## src/rtl/add_tree_pkg.sv

```systemverilog
// Shared constants and helpers for the pipelined adder tree.
package add_tree_pkg;

    localparam int DEF_N_IN = 8;
    localparam int DEF_W    = 4;

    function automatic int clog2(input int v);
        int r;
        r = 0;
        for (int i = 0; i < 31; i++)
            if ((1 << i) < v) r = i + 1;
        return r;
    endfunction

    function automatic int LOG2N(input int n);
        return clog2(n);
    endfunction

    function automatic int SUM_W(input int w, input int n);
        return w + clog2(n);
    endfunction

endpackage

```

## src/rtl/add_tree_level.sv

```systemverilog
// One registered tree level: N inputs of WI bits reduced to N/2 sums of WI+1 bits.
module add_tree_level #(
    parameter int N  = 2,
    parameter int WI = 1
) (
    input  logic                       clk,
    input  logic                       rst,
    input  logic                       en,
    input  logic                       in_valid,
    input  logic                       in_last,
    input  logic [N*WI-1:0]            in_data,
    output logic                       out_valid,
    output logic                       out_last,
    output logic [(N/2)*(WI+1)-1:0]    out_data
);

    logic [(N/2)*(WI+1)-1:0] sum;

    always_comb begin
        sum = '0;
        for (int j = 0; j < N/2; j++)
            sum[j*(WI+1) +: WI+1] = {1'b0, in_data[2*j*WI +: WI]}
                                  + {1'b0, in_data[(2*j+1)*WI +: WI]};
    end

    always_ff @(posedge clk) begin
        if (rst) begin
            out_valid <= 1'b0;
            out_last  <= 1'b0;
            out_data  <= '0;
        end else if (en) begin
            out_valid <= in_valid;
            out_last  <= in_last;
            out_data  <= sum;
        end
    end

endmodule

```

## src/rtl/add_tree_pipe.sv

```systemverilog
// Pipelined N_IN-operand adder tree with valid/ready and global stall.
// Define ADD_TREE_ACCUM_EN to add a packet accumulator stage after the tree.
module add_tree_pipe
    import add_tree_pkg::*;
#(
    parameter int N_IN  = DEF_N_IN,
    parameter int W     = DEF_W,
    parameter int ACC_W = W + clog2(N_IN) + 8
) (
    input  logic                  clk,
    input  logic                  rst,
    input  logic                  in_valid,
    output logic                  in_ready,
    input  logic [N_IN*W-1:0]     in_data,
    input  logic                  in_last,
    output logic                  out_valid,
    input  logic                  out_ready,
`ifdef ADD_TREE_ACCUM_EN
    output logic [ACC_W-1:0]      out_sum
`else
    output logic [SUM_W(W, N_IN)-1:0] out_sum
`endif
);

    localparam int L  = LOG2N(N_IN);
    localparam int SW = SUM_W(W, N_IN);

    logic stall, xfer;
    assign stall    = out_valid && !out_ready;
    assign in_ready = !stall;
    assign xfer     = in_valid && in_ready;

    for (genvar k = 0; k < L; k++) begin : g_lvl
        localparam int NK = N_IN >> k;
        localparam int WK = W + k;
        logic [NK*WK-1:0]          din;
        logic                      vin, lin;
        logic [(NK/2)*(WK+1)-1:0]  dout;
        logic                      vout, lout;

        if (k == 0) begin : g_src
            // Gate with the transfer so bubbles carry zeros down the tree.
            assign din = xfer ? in_data : '0;
            assign vin = xfer;
            assign lin = xfer && in_last;
        end else begin : g_src
            assign din = g_lvl[k-1].dout;
            assign vin = g_lvl[k-1].vout;
            assign lin = g_lvl[k-1].lout;
        end

        add_tree_level #(.N(NK), .WI(WK)) u_lvl (
            .clk       (clk),
            .rst       (rst),
            .en        (!stall),
            .in_valid  (vin),
            .in_last   (lin),
            .in_data   (din),
            .out_valid (vout),
            .out_last  (lout),
            .out_data  (dout)
        );
    end

    logic [SW-1:0] tree_sum;
    logic          tree_valid, tree_last;
    assign tree_sum   = g_lvl[L-1].dout;
    assign tree_valid = g_lvl[L-1].vout;
    assign tree_last  = g_lvl[L-1].lout;

`ifdef ADD_TREE_ACCUM_EN
    logic [ACC_W-1:0] acc, acc_sum;
    assign acc_sum = acc + ACC_W'(tree_sum);

    always_ff @(posedge clk) begin
        if (rst) begin
            acc       <= '0;
            out_valid <= 1'b0;
            out_sum   <= '0;
        end else if (!stall) begin
            out_valid <= 1'b0;
            if (tree_valid) begin
                if (tree_last) begin
                    out_sum   <= acc_sum;
                    out_valid <= 1'b1;
                    acc       <= '0;
                end else begin
                    acc <= acc_sum;
                end
            end
        end
    end
`else
    localparam int unused_acc_w = ACC_W;
    logic unused_last;
    assign unused_last = tree_last;
    assign out_valid   = tree_valid;
    assign out_sum     = tree_sum;
`endif

endmodule

```

## config.mk

```make
export PLATFORM = sky130hd
export DESIGN_NAME = add_tree_pipe
export DESIGN_NICKNAME = d
export VERILOG_FILES = /design/src/rtl/add_tree_pkg.sv /design/src/rtl/add_tree_level.sv /design/src/rtl/add_tree_pipe.sv
export SDC_FILE = /design/constraint.sdc
export NUM_CORES = 1
export LEC_CHECK = 0
export ABC_AREA = 1
export CAP_MARGIN = 20
export CELL_PAD_IN_SITES_DETAIL_PLACEMENT = 0
export CELL_PAD_IN_SITES_GLOBAL_PLACEMENT = 1
export CORE_ASPECT_RATIO = 0.9
export CORE_MARGIN = 5
export CORE_UTILIZATION = 40
export DETAILED_ROUTE_END_ITERATION = 8
export GPL_TIMING_DRIVEN = 1
export PLACE_DENSITY = 0.93
export SETUP_SLACK_MARGIN = 0.5
export SLEW_MARGIN = 0
export SYNTH_ARGS = -nofsm -noshare
export SYNTH_HDL_FRONTEND = slang
export SYNTH_HIERARCHICAL = 1
export SYNTH_SLANG_ARGS = --single-unit
```

## constraint.sdc

```tcl
create_clock -name clk -period 6.3 [get_ports clk]
set_clock_uncertainty 0.15 [all_clocks]
set_input_delay 1.26 -clock clk [delete_from_list [all_inputs] [get_ports clk]]
set_output_delay 1.26 -clock clk [all_outputs]
set_load 0.01 [all_outputs]
```

---- After elaboration in Yosys (flattened, before gate mapping) ----
Index checks and enable logic that the tools add are counted.
word-level totals
  bits of input ports ..................... 37
  output and inout port bits .............. 9
  logic and storage cells ................. 18
  register bits after elaboration ......... 42
cells by class
  mux-type cells .......................... 1
  reduce and logical (&&, ||, !) cells .... 4
  $add $sub $neg .......................... 7
operators with widths
  kind               count
  $mux 32            1
  $add 4x4->5        4
  $add 5x5->6        2
  $add 6x6->7        1
  $logic_and 1x1->1  2
  $logic_not 1->1    2

---- Logic depth before layout (Yosys ltp) ----
  depth after elaboration ................. 6
  depth in mapped cells ................... 13
  gate-level depth less buffers ........... 12

---- Hierarchy ----
The synthesis kept the hierarchy.
modules (own cells, without submodules)
  module                            seq. area each (µm²)  area each (µm²)  cells each  instances
  add_tree_level at g_lvl[0].u_lvl  440.4                 1345.0           184         1
  add_tree_level at g_lvl[1].u_lvl  280.3                 882.1            121         1
  add_tree_level at g_lvl[2].u_lvl  180.2                 570.5            84          1
  add_tree_pipe                     0.0                   306.5            73          1

---- Least setup slack after synthesis ----
No wires, ideal clock.
  path kind ............................... input port to flip-flop
  from .................................... input out_ready
  to ...................................... register g_lvl[0].u_lvl.out_data[12]
  setup time .............................. 0.113 ns
  arrival time ............................ 2.685 ns
  cell stages on the path ................. 11
  slack ................................... 3.352 ns
  path buffers ............................ 1
  cells stage by stage .................... inv_1 -> nand2_2 -> nand2_4 -> buf_6 -> nor2_1 -> ha_1 -> inv_1 -> fa_1 -> xnor2_1 -> o21ai_1 -> inv_1
on the way
  longest elaborated chain between the ends .. 6
ends and longest elaborated chain
  item                        RTL line              text
  start, declared             add_tree_pipe.sv:17   input logic out_ready,
  $logic_not 1->1             add_tree_pipe.sv:29   assign stall = out_valid && !out_ready;
  $logic_and 1x1->1           add_tree_pipe.sv:29
  $logic_not 1->1             --
  named net in_ready          add_tree_pipe.sv:13   output logic in_ready,
  $logic_and 1x1->1           add_tree_pipe.sv:31   assign xfer = in_valid && in_ready;
  $mux 32                     add_tree_pipe.sv:43   assign din = xfer ? in_data : '0;
  named net g_lvl[0].din[16]  add_tree_pipe.sv:36   logic [NK*WK-1:0] din;
  $add 4x4->5                 add_tree_level.sv:23  + {1'b0, in_data[(2*j+1)*WI +: WI]};
  end signal, assigned        add_tree_level.sv:34  out_data <= sum;
  end, declared               add_tree_level.sv:14  output logic [(N/2)*(WI+1)-1:0] out_data
The timed path passes the listed nets, and every way through them passes these cells.
A chain may end at the register's enable or synchronous reset.

---- Final worst setup path ----
  from .................................... input out_ready
  to ...................................... output in_ready
on the way
  longest elaborated chain between the ends .. 3
ends and longest elaborated chain
  item               RTL line
  $logic_not 1->1    add_tree_pipe.sv:29
  $logic_and 1x1->1  add_tree_pipe.sv:29
  $logic_not 1->1    --
  end, declared      add_tree_pipe.sv:13
No other way between the ends.

==> summary.md <==
| Metric | Value |
|---|---|
| Setup crit start | `out_ready` |
| Tcrit/Tclk final | `approximately two thirds` |
| Iter 0 DRT Violations | `just under 100` |
| Post CTS Setup Buffer Count | `0` |
| GRT Util Overall | `roughly 14%` |
| Total Neg Setup Slack | `0 ns` |
| DRC violations left | `0` |
| Status | `complete, no violations` |
| Worst Reg-to-Reg Cells | `10` |
| Reg2reg end | `g_lvl[0].u_lvl/out_data[17]` |
| Endpoints failing hold | `0` |
| Cells after DPL | `578` |
| Antenna violations before repair | `0` |
| Cts bufs inserted | `5` |
| CP Class | `in2out` |
| Pin count of the biggest net entering global routing | `36` |
| Vias/cell | `4.63` |
| Final wirelength | `5960 µm` |
| Gpl congestion | `0.829` |
| LEAKAGE | `about 1.9 nW` |
| Cell Area, Synth | `3000 µm²` |
| Final cell count without fillers | `585` |
| Sink Count | `between 40 and 50` |
| Post-Syn Area per Cell | `6.69 µm²` |
| Flop2flop setup slack | `3.72 ns` |
| Max-slew violations | `0` |
| Root buffer cell | `clkbuf_8` |
| Vias in the first global route | `2,729` |
| H-Tree Depth | `2` |
| Post-route minimum period | `4.28 ns` |
| Dpl ws | `~2.0 ns` |
| Max Clock Freq | `0.233 GHz` |
| Largest vdd supply drop | `0.0000718 V` |
| Starting Density | `40.4%` |
| CTS tree | `done` |
| Routed wire length per instance | `approximately 10 µm` |
| Max-slew headroom | `58.4%` |
| Clock-pin slew on the worst setup and hold paths | `0.07 ns` |
| RSZ-0062 raised after global routing | `no` |
| Total gr overflow | `0` |
| Number of port buffers | `44` |
| Die area | `9330 µm²` |
| Setup-failing EPs final | `0` |
| Final Net Count | `565` |
| Syn Nets | `524` |
| Std cell rows | `30` |
| WP data arrival | `~2.9 ns` |
| Req. time, crit path | `4.89 ns` |
| Max-cap violations | `0` |
| Via count | `~2.7k` |
| Startpoint Class | `primary input` |
| Core ar. | `7430 µm²` |
| Clk Latency, worst-skew pair | `~0.29 ns` |
| Cells after Synth | `~450` |
| Reg2reg start | `g_lvl[2].u_lvl/out_valid` |
| ANT nets after route | `0` |
| Die span in x | `101 µm` |
| Power per cell area | `186 nW/µm²` |
| Global-route wire length before repair | `11,100 µm` |
| Post-cts sizing count | `0` |
| CTS Buffer Depth | `2` |
| Hold_buf cts | `0` |
| P&R area growth vs syn | `18.3%` |
| Hold Crit Class | `reg2reg` |
| Worst-margin pin slew | `0.622 ns` |
| Share of layout cells above drive strength 1 | `3.27%` |
| DRT Pass-1 Iters | `4` |
| IO Count | `46` |
| Die Y | `92.1 µm` |
| Total power | `0.660 mW` |
| Crit path max fanout | `35` |
| CP Capture Type | `output pin` |
| HPWL after DPL | `4730 µm` |
| # diodes | `0` |
| Synth warn | `6` |
| Setup ws final | `2.02 ns` |
| Critical Path End | `in_ready` |
==> registers in the layout, indices dropped and copies added, names as in the netlist <==
signal / flops
g_lvl.u_lvl/out_data: 39
g_lvl.u_lvl/out_valid: 3
==> where the power goes <==
group / total [mW] / switching, mW / internal (mW)
combinational: 0.192 / 0.0994 / 0.0921
sequential: 0.308 / 0.0161 / 0.292
clock: 0.160 / 0.0838 / 0.0763
total: 0.660 / 0.199 / 0.461
==> critical path, cell delays in order <==
cell	delay, ns
clkdlybuf4s50_1	0.46
inv_1	0.04
nand2_2	0.45
clkdlybuf4s50_1	0.65
==> metal layers <==
layer | track usage (%) | vias up | wire length, µm | part of all wire, %
li1 | - | 1446 | - | -
met5 | 0 | - | 0 | 0
met1 | 16.8 | 1223 | 2650 | 44
met2 | 25.8 | 34 | 3070 | 52
met3 | 3.27 | 5 | 188 | 3.2
met4 | 3.10 | 0 | 47 | 0.79
==> layout make-up <==
cell class / instances / area [µm²]
Fill cell: 754 / 3880
Sequential cell: 42 / 841
Timing Repair Buffer: 46 / 455
Multi-Input combinational cell: 297 / 1690
Tap cell: 96 / 120
Inverter: 97 / 364
Clock buffer: 7 / 76.3
==> how the worst min path moves through the flow <==
| stage | start | depth (start not counted) | slack (ns) | endpoint |
|---|---|---|---|---|
| detailed placement | g_lvl[0].u_lvl/out_data[17] | 2 | 0.32 | g_lvl[0].u_lvl/out_data[17] |
| global route | g_lvl[1].u_lvl/out_valid | 2 | 0.38 | g_lvl[2].u_lvl/out_valid |
| finish | g_lvl[0].u_lvl/out_data[17] | 2 | 0.34 | g_lvl[0].u_lvl/out_data[17] |
| floorplan | g_lvl[1].u_lvl/out_valid | 2 | 0.30 | g_lvl[2].u_lvl/out_valid |
| global placement | g_lvl[2].u_lvl/out_data[6] | 2 | 0.31 | g_lvl[2].u_lvl/out_data[6] |
| CTS | g_lvl[0].u_lvl/out_data[17] | 2 | 0.35 | g_lvl[0].u_lvl/out_data[17] |
==> per-stage QoR <==
stage          area, µm²  util (%)  hold WS [ns]
4_1_cts             3550      47.7         0.346
5_1_grt             3550      47.7         0.376
3_5_place_dp        3470      46.7         0.324
3_3_place_gp        3470      46.7         0.311
6_report            3550      47.7         0.338
2_1_floorplan       3000         -         0.299
==> placed cells by master (no fill, tap or decap), drive strengths merged, types with 2 or more instances in the layout <==
cell type and count:
o21ai 35, clkbuf 7, clkdlybuf4s50 44, nor2 102, nand2 60, fa 7
or2 4, buf 2, nand4 2, xnor2 5, nand3 28, ha 32
a211oi 2, a21oi 17, dfxtp 42, inv 96
No activity file was read; power rests on OpenSTA's default activity.
